==> config.mk <==
export PLATFORM = sky130hd
export DESIGN_NAME = seq_normalizer
export DESIGN_NICKNAME = d
export VERILOG_FILES = /design/src/rtl/seq_normalizer.sv
export SDC_FILE = /design/constraint.sdc
export NUM_CORES = 1
export LEC_CHECK = 0
export CAP_MARGIN = 20
export CORE_UTILIZATION = 38
export DETAILED_ROUTE_END_ITERATION = 10
export PLACE_DENSITY = 0.7
export SLEW_MARGIN = 40
export SYNTH_ARGS = -nofsm -noshare
export SYNTH_HDL_FRONTEND = slang
export SYNTH_SLANG_ARGS = --single-unit
==> constraint.sdc <==
create_clock -name clk -period 1.1 [get_ports clk]
set_input_delay 0.11 -clock clk [delete_from_list [all_inputs] [get_ports clk]]
set_output_delay 0.11 -clock clk [all_outputs]
set_load 0.03 [all_outputs]
==> src/rtl/seq_normalizer.sv <==
// Sequential normalizer: shifts an operand one bit per cycle until its leading bit is set, reporting the shift count.
// Optional macro SEQ_NORMALIZER_RIGHT_EN adds a dir port selecting right normalization (trailing zeros).
module seq_normalizer #(
    parameter int unsigned WIDTH = 8,
    parameter int unsigned CNT_W = 3
) (
    input  logic             clk,
    input  logic             rst,
    input  logic             start,
`ifdef SEQ_NORMALIZER_RIGHT_EN
    input  logic             dir,
`endif
    input  logic [WIDTH-1:0] data_in,
    output logic             busy,
    output logic             done,
    output logic [WIDTH-1:0] data_out,
    output logic [CNT_W-1:0] shift_cnt,
    output logic             zero
);

    typedef enum logic [1:0] {
        IDLE  = 2'd0,
        SHIFT = 2'd1,
        DONE  = 2'd2
    } state_t;

    state_t           state;
    logic             lead_bit;
    logic [WIDTH-1:0] shifted;
    logic             accept;

`ifdef SEQ_NORMALIZER_RIGHT_EN
    logic dir_q;

    // dir_q picks which end is tested and which way the operand moves
    always_comb begin
        lead_bit = data_out[WIDTH-1];
        shifted  = data_out << 1;
        if (dir_q) begin
            lead_bit = data_out[0];
            shifted  = data_out >> 1;
        end
    end
`else
    always_comb begin
        lead_bit = data_out[WIDTH-1];
        shifted  = data_out << 1;
    end
`endif

    assign accept = start && ((state == IDLE) || (state == DONE));

    // data_out doubles as the working register; it holds the result once shifting stops
    always_ff @(posedge clk or posedge rst) begin
        if (rst) begin
            state     <= IDLE;
            busy      <= 1'b0;
            done      <= 1'b0;
            data_out  <= '0;
            shift_cnt <= '0;
            zero      <= 1'b0;
`ifdef SEQ_NORMALIZER_RIGHT_EN
            dir_q     <= 1'b0;
`endif
        end else begin
            case (state)
                IDLE, DONE: begin
                    if (accept) begin
                        data_out  <= data_in;
                        shift_cnt <= '0;
                        zero      <= (data_in == '0);
`ifdef SEQ_NORMALIZER_RIGHT_EN
                        dir_q     <= dir;
`endif
                        if (data_in == '0) begin
                            state <= DONE;
                            busy  <= 1'b0;
                            done  <= 1'b1;
                        end else begin
                            state <= SHIFT;
                            busy  <= 1'b1;
                            done  <= 1'b0;
                        end
                    end else begin
                        state <= IDLE;
                        busy  <= 1'b0;
                        done  <= 1'b0;
                    end
                end
                SHIFT: begin
                    if (lead_bit) begin
                        state <= DONE;
                        busy  <= 1'b0;
                        done  <= 1'b1;
                    end else begin
                        data_out  <= shifted;
                        shift_cnt <= shift_cnt + CNT_W'(1);
                    end
                end
                default: begin
                    state <= IDLE;
                    busy  <= 1'b0;
                    done  <= 1'b0;
                end
            endcase
        end
    end

endmodule

==> results.md, run 1 <==
* Status: complete, but fails checks
* Violated checks: setup timing
* Dpl cells at approximately 120
* Combinational Power Share at 58.0%
* Fillers at 140
* DR vias at 594
* Most frequent cells in the layout: buf_4 (21), dfrtp_1 (13), clkdlybuf4s50_1 (8), a21o_1 (7), nand2_1 (7)
* Dpl ws at -0.359 ns
* Final Hold Vio Count at 0
* First DRT Iteration DRCs at 3
* Dominant delay contributor by cell family on the critical path: flip-flops
* Internal at 1810 uW
* Initial antenna violation count at 0
* Seq pwr share at between 30% and 40%
* Sw Share at 42.2%
* DR DRC count at 0
* RePlAce Congestion at 0.792
* Final setup viols at 10
* Drt via density at 4.91
* Max cap viols at 0
* Total gr overflow at 0
* Die Span X at around 44 um
* Pwr/cell area at 2900 mW/mm2
* Setup Skew at ~0.0016 ns
* Max incr delay on CP at approximately 0.43 ns
* CTS Buffer Depth at 2
* Die Area at 0.00196 mm2
* Synth Cell Area at roughly 680 um2
* Startpoint Class: flip-flop
* Gr usage total at 17.9%
* Final cycle utilization of the critical path at 107%
* First-pass GRT wire length at 2510 um
* Yosys cell types at 22
* Peak Freq at 853 MHz
* Hpwl dp at between 1000 and 1500 um
* CTS tree: yes
* Die Span Y at between 40 and 50 um
* H-tree level count at 1
* Clk Latency, worst-skew pair at ~0.27 ns
* Critical Path AT at 1.34 ns
* Slowest-stage cell, CP: dfrtp_1
* Io pins at 25
* Antenna diode instance count at 0
* Min Clock Period, post-route at approximately 1.2 ns
* Initial Util at 42.7%
* Slew margin rel. at between 70% and 80%
* Flops & latches, synth at 15
* Psw at 1320 uW
* Unrepaired setup endpoints after global routing: true
* PnR worst setup slack at -0.0724 ns
* WP buf/inv at 1
* Final std cells w/o fill at ~120
* CP cell instances: nor3b_4 > buf_6 > a22o_1 > a21o_1
* DR WL/cell at 12.9 um
* Critical Path RT at between 1 and 1.5 ns
* Input/output buffers at 24
* Crit Path Category: reg -> reg
* Worst min path class: in -> async
* Detailed Route WL at 1570 um
* Pin count of the biggest net entering global routing at 16
* Mean Syn Cell Area at 11.5 um2
* First-pass detailed-route iteration total at 4
* Synth Instances at 59
* Antenna Nets Post-Route at 0
* # nets final at 110
* Slew @ Worst Pin at just over 0.3 ns
* CTS Buf Count at 3
* Crit. End Element: flip-flop
* Clk slew on worst S/H paths at roughly 0.080 ns
* Total core area at 0.00159 mm2
* Layout area overhead at 58.6%
* Max FO, Critical Path at 12
* Clock Power Share at 9.7%
* Clock sink total at 15
* Share of cells above drive strength 1 at approximately 42%
* Yosys warns at 0
* Net Count, Synth at 71
* Peak supply drop at 0.00179 V
* Static Leakage at 0.000569 uW
* Commonest non-fill, non-tap cell in the layout: buf_4
* Rows at 14
* R2R Setup Slk at -0.07 ns
* Sequential fraction of the synthesis area at 55.1%
* Vias in the first global route at 553
* Fin. max-slew vios at 0
* Root buf cell: clkbuf_4
==> synthesized netlist by cell type, drive strengths merged <==
cell type | n | area share [%]
dfrtp | 15 | 55
nand2 | 9 | 5.3
a21o | 7 | 7.7
a22o | 6 | 7.7
o21ai | 4 | 2.9
buf | 2 | 2.4
mux2i | 2 | 2.9
nor2b | 2 | 1.8
nor4 | 2 | 1.8
a21oi | 1 | 0.73
ha | 1 | 1.8
inv | 1 | 0.55
mux2 | 1 | 1.7
nand2b | 1 | 0.92
nand3 | 1 | 0.73
nand3b | 1 | 1.1
nor2 | 1 | 0.92
nor3b | 1 | 2.8
or2 | 1 | 0.92
==> metal layers <==
metal | vias to the layer above | wire length [um] | GRT usage, %
met2 | 21 | 773 | 26.8
met1 | 285 | 692 | 25.7
met4 | 0 | 10 | 6.06
met5 | - | 0 | 0
li1 | 286 | - | -
met3 | 2 | 88 | 4.08
==> metrics by stage <==
stage / setup TNS (ns) / hold WS [ns] / total power (uW) / cell area (um2) / util (%)
floorplan: -0.847 / 0.0113 / 2030 / 683 / -
global placement: -2.68 / 0.436 / 2650 / 977 / 61.3
detailed placement: -2.90 / 0.438 / 2680 / 977 / 61.3
CTS: -0.497 / 0.140 / 3100 / 1040 / 65.4
global route: -1.04 / 0.192 / 3350 / 1080 / 67.7
finish: -0.556 / 0.137 / 3130 / 1080 / 67.7
==> final timing paths <==
path,cells past startpoint,endpoint,from
worst min register to register,2,zero,zero
min in group clk,4,done,data_in[6]
worst max register to register,4,data_out[5],state[0]
worst max-delay path,4,data_out[5],state[0]
worst min-delay path,3,done,rst
max in group asynchronous,3,data_out[7],rst
==> sequential cells by signal, indices dropped and copies added (netlist names) <==
signal     count
busy           1
data_out       8
done           1
shift_cnt      3
state          1
zero           1
==> cell families (layout without fill, tap and decap cells) <==
family / count (synthesis) / after routing / share of synthesized area [%]
flip-flops: 15 / 15 / 55.1
multiplexers: 3 / 3 / 4.60
buffers and inverters: 3 / 41 / 2.94
adder cells (fa/ha/maj): 1 / 1 / 1.84
AND/OR/NAND/NOR: 19 / 19 / 16.4
AO/OA/AOI/OAI: 18 / 18 / 19.1
==> worst reg2reg max path: stages, from the launching register on <==
cell,delay [ns]
dfrtp_1,0.43
nor3b_4,0.18
buf_6,0.14
a22o_1,0.18
a21o_1,0.15
==> final cells by class <==
cell class / instances / area, um2 / share of cell area [%]
well taps: 24 / 30.0 / 2.78
flip-flops and latches: 15 / 378 / 35.0
inverters: 1 / 3.75 / 0.348
clock buffers: 4 / 26.3 / 2.43
multi-input cells: 41 / 323 / 29.9
repair buffers: 36 / 319 / 29.5
==> power by group through the flow <==
stage,logic [uW],registers (uW),clock network (uW)
after floorplan,588,1450,0
after global placement,1640,1010,0
after detailed placement,1660,1030,0
after CTS,1770,1010,316
after global routing,1960,1040,349
final,1820,1010,304
==> timing repair <==
| action | in CTS | in global routing |
|---|---|---|
| hold buffers | 0 | 0 |
| pin swaps | 0 | 3 |
| gates cloned | 0 | 0 |
| gates resized for setup | 5 | 9 |
| setup buffers | 2 | 0 |
| setup endpoints to repair | 12 | 14 |
Power figures use the tool's default switching activity.
==> inputs of run 2 (changes only) <==
--- a/config.mk
+++ b/config.mk
@@ -9,6 +9,7 @@
 export CORE_UTILIZATION = 38
 export DETAILED_ROUTE_END_ITERATION = 10
 export PLACE_DENSITY = 0.7
+export REMOVE_ABC_BUFFERS = 1
 export SLEW_MARGIN = 40
 export SYNTH_ARGS = -nofsm -noshare
 export SYNTH_HDL_FRONTEND = slang
==> run 2 against run 1 <==
  * The run still ends with setup timing left
  * Worst hold slack worse by 0.014 ns
  * Sequential power about the same
  * Clock power increased by 4%
  * Global-route usage shrank 0.42 points
  * Maximum frequency down 0.58%
  * Largest cell class unchanged
  * Clock-buffer cell count unchanged
  * Via count rose by 1.0%
  * Clock skew about the same
  * Combinational power rose by 3%
  * Die area unchanged
==> results.md, run 2 (synthesis gave the netlist of run 1 again) <==
* Critical Path RT at between 1 and 1.5 ns
* Io pins at 25
* Pwr/cell area at 2920 mW/mm2
* CTS Buffer Depth at 2
* Input/output buffers at 24
* Clk slew on worst S/H paths at 0.09 ns
* Critical Path AT at 1.35 ns
* Die Area at 0.00196 mm2
* Crit. End Element: flip-flop
* DR WL/cell at 12.6 um
* Fin. max-slew vios at 0
* Die Span Y at 44.3 um
* Gr usage total at between 15 and 20%
* Internal at 1840 uW
* # nets final at 113
* Detailed Route WL at roughly 1600 um
* Vias in the first global route at 549
* Psw at 1340 uW
* Final Hold Vio Count at 0
* CTS Buf Count at 3
* Unrepaired setup endpoints after global routing: true
* Peak supply drop at roughly 0.0013 V
* Most frequent cells in the layout: buf_4 (25), dfrtp_1 (15), clkdlybuf4s50_1 (9), nand2_1 (8), a21o_1 (7)
* DR DRC count at 0
* Peak Freq at 848 MHz
* Die Span X at 44.3 um
* Slew @ Worst Pin at between 0.2 and 0.3 ns
* Static Leakage at 0.000576 uW
* Slew margin rel. at 80.3%
* DR vias at 600
* Reg2reg path depth at 3
* Root buf cell: clkbuf_4
* Clk Latency, worst-skew pair at 0.28 ns
* Total core area at around 0.0016 mm2
* Post-route design area at 0.00109 mm2
* First-pass detailed-route iteration total at 2
* Crit Path Category: reg -> reg
* Combinational Power Share at 58.8%
* Pin count of the biggest net entering global routing at 16
* R2R Setup Slk at -0.08 ns
* Seq pwr share at 31.3%
* Biggest registers after layout: data_out (8), shift_cnt (3)
* Share of cells above drive strength 1 at between 40% and 50%
* Rows at 14
* Commonest non-fill, non-tap cell in the layout: buf_4
* Worst min path class: in -> async
* Min Clock Period, post-route at 1.18 ns
* Initial Util at between 40 and 50%
* Drt via density at 4.84
* Max FO, Critical Path at 7
* Worst Hold Slack at 0.123 ns
* Fillers at 129
* Clock Power Share at 9.9%
* Top reg by flops: data_out
* RR Endpoint: shift_cnt[0]
* Post-DP Area at 997 um2
* R2R Path Start: done
* Status: complete, but fails checks
* Clock sink total at 15
* H-tree level count at 1
* First DRT Iteration DRCs at 2
* Sw Share at between 40 and 50%
* Flip-flop count of the largest register after layout at 8
* CTS tree: yes
* First-pass GRT wire length at 2420 um
* Violated checks: setup timing
* Total gr overflow at 0
* Max incr delay on CP at 0.41 ns
* PnR worst setup slack at -0.0792 ns
* Max cap viols at 0
* Final cycle utilization of the critical path at 107%
* Startpoint Class: flip-flop
* Crit path from: done
* Antenna diode instance count at 0
* CP cell instances: nor3b_4 > nor2_2 > mux2_2
* Initial antenna violation count at 0
* RePlAce Congestion at around 0.75
* Setup Skew at 0.00136 ns
* Slowest-stage cell, CP: dfrtp_1
* Hpwl dp at 1080 um
* Antenna Nets Post-Route at 0
* Layout area overhead at 59.6%
* Final setup viols at 8
run 2: changes by cell type in the layout (fill, tap and decap cells not counted), sizes merged:
cell           change
dlymetal6s2s       -1
clkdlybuf4s50      +1
buf                +3
run 2: metrics by stage:
step / setup TNS (ns) / utilization (%) / total power [uW] / setup WS, ns / cells
2_1_floorplan: -2.82 / - / 1970 / -0.386 / 57
5_1_grt: -0.949 / 68.1 / 3370 / -0.152 / 124
3_3_place_gp: -2.99 / 62.6 / 2680 / -0.328 / 118
6_report: -0.390 / 68.1 / 3180 / -0.0792 / 124
3_5_place_dp: -2.89 / 62.6 / 2700 / -0.338 / 118
4_1_cts: -0.451 / 65.8 / 3110 / -0.0857 / 123
run 2: per-layer routing:
metal / track usage [%] / share of wire [%]
met5: 0 / 0
met3: 2.45 / 4.3
met2: 25.9 / 48
met1: 24.0 / 46
met4: 10.9 / 1.7
run 2: power groups by stage:
| stage | clock network [uW] | registers (uW) | logic [uW] |
|---|---|---|---|
| 2_1_floorplan | 0 | 1440 | 536 |
| 3_3_place_gp | 0 | 999 | 1680 |
| 3_5_place_dp | 0 | 1010 | 1700 |
| 4_1_cts | 335 | 994 | 1780 |
| 5_1_grt | 345 | 1020 | 2000 |
| 6_report | 315 | 995 | 1870 |
run 2: worst max path at each step:
stage,end,slack (ns),cells after the start
3_5_place_dp,state[0],-0.34,4
5_1_grt,shift_cnt[0],-0.15,3
6_report,shift_cnt[0],-0.08,3
3_3_place_gp,state[0],-0.33,4
2_1_floorplan,shift_cnt[0],-0.39,3
4_1_cts,shift_cnt[0],-0.09,3
run 2: cell type report:
cell class	instances	area (um2)	share of cell area, %
Sequential cell	15	375	34.6
Timing Repair Buffer	39	335	30.9
Multi-Input combinational cell	41	315	29.0
Tap cell	24	30.0	2.76
Clock buffer	4	26.3	2.42
Inverter	1	3.75	0.346
run 2: timing repair:
action,CTS,global route
resized for setup,4,9
setup buffers,1,1
hold buffers,0,0
pin swaps,0,2
endpoints found under the setup margin,11,16
run 2: critical path, delay by kind of cell (launching register included):
| kind | cells | cell delay (ns) |
|---|---|---|
| flops | 1 | 0.41 |
| simple gates | 2 | 0.39 |
| mux | 1 | 0.27 |
==> inputs of run 3 (changes only) <==
--- a/config.mk
+++ b/config.mk
@@ -8,6 +8,7 @@
 export CAP_MARGIN = 20
 export CORE_UTILIZATION = 38
 export DETAILED_ROUTE_END_ITERATION = 10
+export GPL_TIMING_DRIVEN = 0
 export PLACE_DENSITY = 0.7
 export REMOVE_ABC_BUFFERS = 1
 export SLEW_MARGIN = 40
==> run 3 against run 2 <==
  * The flow still finishes with violations (setup timing)
  * Non-clock buffer count fell by 12
  * Register-to-register slack got worse by 0.04 ns
  * Maximum frequency fell by 3.3%
  * Total power fell by 12%
  * Combinational power fell by 21%
  * Critical path type unchanged
  * Global-route usage fell by 1.3 points
  * Design area fell by 13%
  * Critical path depth rose by 1
  * Clock-buffer cell count did not move
  * Sequential power barely moved
  * First-iteration DRC count rose to 5.5 times the previous value
==> results.md, run 3 (synthesis gave the netlist of run 1 again) <==
* Final Util at roughly 59%
* Die Span X at 44.3 um
* Input/output buffers at 24
* Fin. max-slew vios at 0
* DR DRC count at 0
* Critical Path AT at about 1.4 ns
* Slowest-stage cell, CP: dfrtp_2
* Detailed Route WL at 1420 um
* CP cell instances: nor3b_4 > buf_4 > a22o_1 > a21o_1
* Min Clock Period, post-route at 1.22 ns
* CP Capture Point: data_out[5]
* Psw at 1250 uW
* Slew @ Worst Pin at 0.559 ns
* Root buf cell: clkbuf_4
* Antenna diode instance count at 0
* Max incr delay on CP at 0.45 ns
* Slew margin rel. at 62.7%
* Seq pwr share at 36.2%
* Gr usage total at 16.2%
* Total gr overflow at 0
* Max cap viols at 0
* Pwr/cell area at 2940 mW/mm2
* First-pass GRT wire length at 2310 um
* Clock sink total at 15
* Reg2reg path depth at 4
* Max FO, Critical Path at 6
* Clk slew on worst S/H paths at 0.08 ns
* Io pins at 25
* Initial Util at 42.7%
* Clk Latency, worst-skew pair at 0.27 ns
* Peak supply drop at 0.00134 V
* PnR worst setup slack at -0.119 ns
* Crit. End Element: flip-flop
* Unrepaired setup endpoints after global routing: true
* RePlAce Congestion at around 0.77
* WP buf/inv at 1
* # nets final at between 100 and 150
* Top reg by flops: data_out
* Violated checks: setup timing
* First-pass detailed-route iteration total at 4
* Die Area at 0.00196 mm2
* Post-DP Area at 935 um2
* Peak Freq at 820 MHz
* Pin count of the biggest net entering global routing at 16
* R2R Path Start: state[0]
* Final Hold Vio Count at 0
* Crit Path Category: reg -> reg
* Share of cells above drive strength 1 at 33.0%
* Crit path from: state[0]
* CTS Buf Count at 3
* CTS Buffer Depth at 2
* Hpwl dp at 989 um
* Most frequent cells in the layout: dfrtp_1 (13), buf_2 (12), clkdlybuf4s50_1 (10), nand2_1 (8), a21o_1 (7)
* Post-route design area at 948 um2
* Setup Skew at about 0.00036 ns
* First DRT Iteration DRCs at 11
* Flip-flop count of the largest register after layout at 8
* Critical Path RT at roughly 1.3 ns
* Rows at 14
* Drt via density at around 5
* Static Leakage at 0.000491 uW
* Final cycle utilization of the critical path at 111%
* DR WL/cell at around 13 um
* Commonest non-fill, non-tap cell in the layout: dfrtp_1
* Startpoint Class: flip-flop
* Status: complete, but fails checks
* Initial antenna violation count at 0
* R2R Setup Slk at -0.12 ns
* Clock Power Share at 10.7%
* Die Span Y at 44.3 um
* CTS tree: yes
* RR Endpoint: data_out[5]
* Number of cells on the critical path at 4
* DR vias at around 560
* Internal at 1530 uW
* Combinational Power Share at 53.1%
* H-tree level count at 1
* Sw Share at 45.0%
* Dominant delay contributor by cell family on the critical path: flip-flops
* Worst min path class: in -> async
* Antenna Nets Post-Route at 0
* Vias in the first global route at ~530
* Biggest registers after layout: data_out (8), shift_cnt (3)
* Final setup viols at 9
* Total core area at 0.00159 mm2
* Layout area overhead at 39.3%
==> run 3: through the flow <==
| step | hold slack (ns) | power, uW | setup TNS (ns) | setup slack (ns) | std cells |
|---|---|---|---|---|---|
| 2_1_floorplan | 0.0115 | 1970 | -2.82 | -0.386 | 57 |
| 3_3_place_gp | 0.463 | 2570 | -7.37 | -0.716 | 105 |
| 3_5_place_dp | 0.467 | 2600 | -7.02 | -0.671 | 105 |
| 4_1_cts | 0.218 | 2930 | -0.899 | -0.124 | 112 |
| 5_1_grt | 0.238 | 2970 | -1.31 | -0.160 | 112 |
| 6_report | 0.194 | 2790 | -0.878 | -0.119 | 112 |
==> run 3: final cells by class <==
class / count / area (um2)
fill: 146 / 646
inverter: 1 / 3.75
tap: 24 / 30.0
timing repair buffer: 27 / 205
sequential: 15 / 378
clock buffer: 4 / 26.3
multi-input combinational: 41 / 305
==> run 3: layer usage <==
metal,track usage [%],routed length [um],up-vias
li1,-,-,271
met1,21.9,680,274
met2,24.7,667,16
met3,3.67,64,2
met4,7.27,9,0
met5,0,0,-
==> run 3: worst min-delay path by stage <==
stage / to / slack, ns / cells past startpoint
6_report: data_out[7] / 0.19 / 2
5_1_grt: data_out[5] / 0.24 / 2
4_1_cts: data_out[7] / 0.22 / 2
3_5_place_dp: shift_cnt[2] / 0.47 / 1
3_3_place_gp: zero / 0.46 / 2
2_1_floorplan: busy / 0.01 / 1
==> run 3: power by group through the flow <==
stage	clock network [uW]	logic, uW	registers [uW]
finish	297	1480	1010
CTS	314	1590	1020
global placement	0	1550	1020
floorplan	0	536	1440
global route	344	1580	1040
detailed placement	0	1570	1030
==> run 3: what timing repair did <==
item / CTS / global route
pin swaps: 2 / 0
setup buffers: 3 / 0
gates cloned: 0 / 0
endpoints found under the setup margin: 28 / 22
hold buffers: 0 / 0
gates resized for setup: 52 / 20
